File: src/rtl/pcie_tl_counters_pkg.sv
// Shared types and defaults for the PCIe TL per-FIFO pop counters.
package pcie_tl_counters_pkg;

  // FSM encoding, exported as-is on cuenta_est.
  typedef enum logic [1:0] {
    ST_RESET = 2'd0,
    ST_INIT  = 2'd1,
    ST_COUNT = 2'd2,
    ST_READY = 2'd3
  } state_t;

  localparam int NUM_CNT_DEF = 4;
  localparam int CNT_W_DEF   = 5;
  localparam int IDX_W_DEF   = 3;

  // idx value that selects the sum of all counters.
  localparam int IDX_SUM     = NUM_CNT_DEF;

endpackage

File: src/rtl/pcie_tl_counters_cnt_slice.sv
// One pop counter. Wraps by default; sticks at all-ones when CNT_SAT_EN is defined.
module cnt_slice #(
  parameter int CNT_W = 5
) (
  input  logic             clk,
  input  logic             reset,
  input  logic             inc,
  output logic [CNT_W-1:0] cnt
);

  // Count up on inc; reset clears.
  always_ff @(posedge clk) begin
    if (reset) begin
      cnt <= '0;
    end else if (inc) begin
`ifdef CNT_SAT_EN
      if (cnt != {CNT_W{1'b1}}) cnt <= cnt + 1'b1;
`else
      cnt <= cnt + 1'b1;
`endif
    end
  end

endmodule

File: src/rtl/pcie_tl_counters.sv
// PCIe TL per-FIFO transaction counters with a registered read port.
// Optional feature macro: CNT_SAT_EN (counters and sum saturate instead of wrapping).
import pcie_tl_counters_pkg::*;

module pcie_tl_counters #(
  parameter int NUM_CNT = NUM_CNT_DEF,
  parameter int CNT_W   = CNT_W_DEF,
  parameter int IDX_W   = IDX_W_DEF
) (
  input  logic               clk,
  input  logic               reset,
  input  logic [NUM_CNT-1:0] pop,
  input  logic               idle,
  input  logic               req,
  input  logic [IDX_W-1:0]   idx,
  output logic [CNT_W-1:0]   cuenta,
  output logic               valid,
  output logic               err,
  output logic [1:0]         cuenta_est
);

  // Sum needs headroom for NUM_CNT full-scale counters before truncation/saturation.
  localparam int SUM_W = CNT_W + $clog2(NUM_CNT + 1);

  state_t state, state_nxt;

  logic [NUM_CNT-1:0]            inc;
  logic [NUM_CNT-1:0][CNT_W-1:0] cnt;
  logic [SUM_W-1:0]              sum_full;
  logic [CNT_W-1:0]              sum_out;
  logic [CNT_W-1:0]              sel_cnt;
  logic [CNT_W-1:0]              rd_data;
  logic                          rd_hit;
  logic                          idx_oor;

  // Counters are frozen only while the FSM sits in RESET.
  assign inc = (state != ST_RESET) ? pop : '0;

  genvar gi;
  generate
    for (gi = 0; gi < NUM_CNT; gi++) begin : g_slice
      cnt_slice #(.CNT_W(CNT_W)) u_slice (
        .clk   (clk),
        .reset (reset),
        .inc   (inc[gi]),
        .cnt   (cnt[gi])
      );
    end
  endgenerate

  // State register.
  always_ff @(posedge clk) begin
    if (reset) state <= ST_RESET;
    else       state <= state_nxt;
  end

  // Next-state: INIT lasts one cycle, then idle steers between COUNT and READY.
  always_comb begin
    state_nxt = state;
    case (state)
      ST_RESET: state_nxt = ST_INIT;
      ST_INIT,
      ST_COUNT,
      ST_READY: state_nxt = idle ? ST_READY : ST_COUNT;
      default:  state_nxt = ST_RESET;
    endcase
  end

  assign cuenta_est = state;

  // Sum of all counters, wrapped or saturated to CNT_W.
  always_comb begin
    sum_full = '0;
    for (int i = 0; i < NUM_CNT; i++) sum_full = sum_full + SUM_W'(cnt[i]);
`ifdef CNT_SAT_EN
    sum_out = (sum_full > SUM_W'({CNT_W{1'b1}})) ? {CNT_W{1'b1}} : sum_full[CNT_W-1:0];
`else
    sum_out = sum_full[CNT_W-1:0];
`endif
  end

  // Read mux: single counter, sum, or zero for an out-of-range index.
  always_comb begin
    sel_cnt = '0;
    for (int i = 0; i < NUM_CNT; i++)
      if (int'(idx) == i) sel_cnt = cnt[i];
    idx_oor = int'(idx) > NUM_CNT;
    if (int'(idx) < NUM_CNT)       rd_data = sel_cnt;
    else if (int'(idx) == NUM_CNT) rd_data = sum_out;
    else                           rd_data = '0;
  end

  assign rd_hit = (state == ST_READY) && req;

  // Output registers: rd_data samples pre-increment counts; cuenta holds when no read.
  always_ff @(posedge clk) begin
    if (reset) begin
      cuenta <= '0;
      valid  <= 1'b0;
      err    <= 1'b0;
    end else if (rd_hit) begin
      cuenta <= rd_data;
      valid  <= 1'b1;
      err    <= idx_oor;
    end else begin
      valid  <= 1'b0;
      err    <= 1'b0;
    end
  end

endmodule

File: config.mk
export PLATFORM = sky130hd
export DESIGN_NAME = pcie_tl_counters
export DESIGN_NICKNAME = d
export VERILOG_FILES = /design/src/rtl/pcie_tl_counters_pkg.sv /design/src/rtl/pcie_tl_counters_cnt_slice.sv /design/src/rtl/pcie_tl_counters.sv
export SDC_FILE = /design/constraint.sdc
export NUM_CORES = 1
export LEC_CHECK = 0
export CAP_MARGIN = 10
export CORE_MARGIN = 8
export CORE_UTILIZATION = 55
export DETAILED_ROUTE_END_ITERATION = 7
export HOLD_SLACK_MARGIN = 0.12
export PLACE_DENSITY = 0.79
export SYNTH_ARGS = -nofsm -noshare
export SYNTH_HDL_FRONTEND = slang
export SYNTH_SLANG_ARGS = --single-unit
File: constraint.sdc
create_clock -name clk -period 3.2 [get_ports clk]
set_input_delay 0.64 -clock clk [delete_from_list [all_inputs] [get_ports clk]]
set_output_delay 0.64 -clock clk [all_outputs]
set_load 0.1 [all_outputs]
==> results by group <==
Routing
  – DR DRC count: 0
  – Vias: 1247
  – Post-DR wirelength/cell: approximately 15 um
  – Via density: 5.54
  – Drt total wl: 3.43 mm
  – Post-route ant nets: 0
  – Pre-antenna DRT Iters: 4
  – Initial DRC Count: 64

Global route
  – Pin count of the biggest net entering global routing: 30
  – Vias in the first global route: between 1k and 1.5k
  – Initial antenna violation count: 0
  – GRT Resource Usage Total: 0.147
  – GRT overflow: 0
  – First-pass GRT wire length: 5.73 mm

Setup path
  – Critical path required time: 3.39 ns
  – FF-to-FF Start: g_slice[1].u_slice.cnt[1]$_SDFFE_PP0P_
  – Crit end category: flip-flop
  – R2R cell count: 11
  – Critical path class: flip-flop to flip-flop
  – R2R setup slack: 0.22 ns
  – Startpoint types: flip-flop
  – Worst Path Arrival: between 3 and 4 ns
  – Crit path max fanout: 5
  – Reg2reg end: cuenta[2]$_SDFFE_PP0P_

Clocking
  – Clk pin slew, worst setup/hold paths: 0.09 ns
  – Worst-Skew Late Latency: between 0.3 and 0.4 ns
  – Number of hold buffers added after cts: 0
  – CTS Buffer Depth: 2
  – CTS tree: built
  – Root buf cell: clkbuf_4
  – Clk sinks: 29
  – H-tree lvl count: 2
  – Cts bufs inserted: 5
  – Post-CTS Resized: 0
  – Number of post-CTS setup repair buffers: 0

Status
  – Status: finished, final reports clean

Timing
  – Max Fclk: around 340 MHz
  – Setup Viol. Count Final: 0
  – Setup WS post-layout: 0.219 ns
  – Actual slew at the worst max-slew pin: 1.03 ns
  – Final Hold Vio Count: 0
  – RSZ-0062 raised after global routing: false
  – Clock skew: 0.00540 ns
  – Slew Viols, Final: 0
  – Tcrit/Tclk final: 0.932
  – Min cycle time layout: 2.98 ns
  – Setup TNS: 0 ns
  – Relative slew slack: 0.314

Final layout
  – Non-Filler Instances: approximately 230
  – Layout cell share with drive strength beyond 1: 0.120
  – Ant. Diodes: 0
  – Fin nets: 218
  – Synthesis-to-layout area growth: 14.1%
  – Final Instance Area: 1890 um2

Logic synthesis
  – Synth Warn #: 0
  – Synth Area in Compound Gates: 0.0559
  – Post-Synth Adder-Cell Area: 0.157
  – Yosys reg bits: 29
  – Simple-Gate Fraction of Synth Area: 0.154
  – Syn Area/Cell: just under 10 um2
  – Unique masters post-synth: 30
  – Mapped Area: 1660 um2
  – Synth Instances: 171
  – Sequential share of the synthesized area: 0.351
  – Largest family of logic cells by synthesized area: adder cells
  – Mapped Nets: about 200
  – XOR/XNOR share of the synthesized area: 0.129
  – Mux contribution to synthesized area: 0.0907

Placement
  – Dpl cells: 217
  – Dpl cell area: 1840 um2
  – PortBufs: 19
  – Setup WS pre-CTS: 0.229 ns
  – Detailed placement HPWL: 2.66 mm
  – Placer congestion estimate: roughly 0.9

Power
  – Switching pwr: 235 uW
  – Power per Cell Area: 396 nW/um2
  – Sw Ratio: 0.314
  – Clock Power Share: 0.281
  – Worst VDD drop: 255 uV
  – P_int: 513 uW
  – Sequential power share: 0.527
  – Lkg Pwr: between 0.0007 and 0.0008 uW
  – Gate power share: 0.193

Hold path
  – Hold Path Sink: cuenta[1]$_SDFFE_PP0P_
  – WHS Path Cells: 2
  – Worst Hold Class: flip-flop to flip-flop
  – Hold_sp: cuenta[1]$_SDFFE_PP0P_

Flow run
  – Max_cap viols: 0

Die
  – Die width: 70.9 um
  – Die Y: 70.9 um
  – Initial Utilization: 0.561
  – Site Rows: 20
  – Core box area: 2950 um2
  – Die Footprint: 5020 um2
  – # IOs: 20
[worst max-delay path by stage]
stage                                                       from                endpoint  slack, ns  cells after the start
after detailed placement  g_slice[0].u_slice.cnt[1]$_SDFFE_PP0P_  cuenta[2]$_SDFFE_PP0P_       0.23                     11
after CTS                 g_slice[1].u_slice.cnt[1]$_SDFFE_PP0P_  cuenta[2]$_SDFFE_PP0P_       0.22                     11
after global placement    g_slice[0].u_slice.cnt[1]$_SDFFE_PP0P_  cuenta[2]$_SDFFE_PP0P_       0.36                     11
after floorplan           g_slice[0].u_slice.cnt[1]$_SDFFE_PP0P_  cuenta[2]$_SDFFE_PP0P_       0.42                     11
final                     g_slice[1].u_slice.cnt[1]$_SDFFE_PP0P_  cuenta[2]$_SDFFE_PP0P_       0.22                     11
after global routing      g_slice[1].u_slice.cnt[1]$_SDFFE_PP0P_  cuenta[2]$_SDFFE_PP0P_        0.1                     11
[per-stage QoR]
stage,total power (uW),hold slack [ns],util
after floorplan,504,0.516,-
after global placement,539,0.486,0.622
after global routing,780,0.511,0.639
final,748,0.496,0.639
after CTS,756,0.497,0.639
after detailed placement,546,0.480,0.622
[registers in the layout, indices dropped and copies added, names as in the netlist]
name and count:
cuenta_est 2, valid 1, g_slice.u_slice.cnt 20, cuenta 5
err 1
[synthesized netlist by cell type]
cell	number	share of area
a22oi_1	1	0.0045
and3_1	1	0.0038
nor2_1	30	0.068
nor3_2	1	0.0060
nand3_1	2	0.0060
xnor2_1	15	0.079
a211oi_1	1	0.0045
buf_4	1	0.0045
nand4_1	8	0.030
xnor3_1	1	0.014
clkbuf_1	4	0.0091
dfxtp_1	29	0.35
nand2_1	5	0.011
a21o_1	1	0.0045
a21oi_1	2	0.0060
a211oi_2	1	0.0076
mux2i_1	6	0.036
xor2_1	5	0.026
mux4_2	4	0.054
fa_1	8	0.097
inv_1	20	0.045
nand3b_1	1	0.0045
buf_2	1	0.0030
a221oi_1	2	0.011
ha_1	8	0.060
nor3_1	3	0.0091
a221o_1	1	0.0060
xnor2_2	1	0.0098
o21ai_1	4	0.012
nor2b_1	4	0.015
[critical path, stage by stage (launching register included)]
cell	delay, ns
dfxtp_1	0.41
inv_1	0.09
fa_1	0.49
fa_1	0.52
inv_1	0.04
ha_1	0.22
fa_1	0.45
nand3b_1	0.09
o21ai_1	0.07
a221o_1	0.34
o21ai_1	0.07
nor2_1	0.05
[cells in the final DEF (no fill, tap or decap)]
cell type / instances
nor2_1: 30
dfxtp_1: 29
inv_1: 20
xnor2_1: 15
clkdlybuf4s50_1: 10
buf_4: 9
nand4_1: 8
fa_1: 8
ha_1: 8
mux2i_1: 6
nand2_1: 5
xor2_1: 5
clkbuf_4: 5
nor2b_1: 4
mux4_2: 4
o21ai_1: 4
nor3_1: 3
nand3_1: 2
a221oi_1: 2
a21oi_1: 2
clkinv_2: 2
and3_1: 1
nor3_2: 1
a22oi_1: 1
a211oi_1: 1
nand3b_1: 1
a221o_1: 1
a21o_1: 1
xnor2_2: 1
xnor3_1: 1
a211oi_2: 1
clkbuf_1: 1
[per-layer routing]
layer  up-vias  wire length (um)  GRT usage
met2        34              1770      0.266
li1        607                 -          -
met4         0                95     0.0808
met5         -                 0          0
met3         9               187     0.0452
met1       597              1380      0.145
[kinds of logic after synthesis]
family	Yosys count
simple gates	55
buf+inv	26
compound gates	13
xor+xnor	22
fa+ha+maj	16
flops	29
mux	10
[area by class of cell]
class	count	area (um2)
clock buffers	6	41.3
clock inverters	2	10.0
fillers	261	1060
inverters	20	75.1
multi-input cells	116	972
flip-flops and latches	29	581
well taps	33	41.3
repair buffers	19	168
[power by group through the flow]
stage | clock [uW] | combinational, uW | sequential, uW
floorplan | 0 | 73.6 | 431
global placement | 0 | 139 | 400
detailed placement | 0 | 144 | 402
CTS | 217 | 145 | 394
global route | 228 | 155 | 396
finish | 210 | 144 | 394
(Power assumes the default switching activity.)
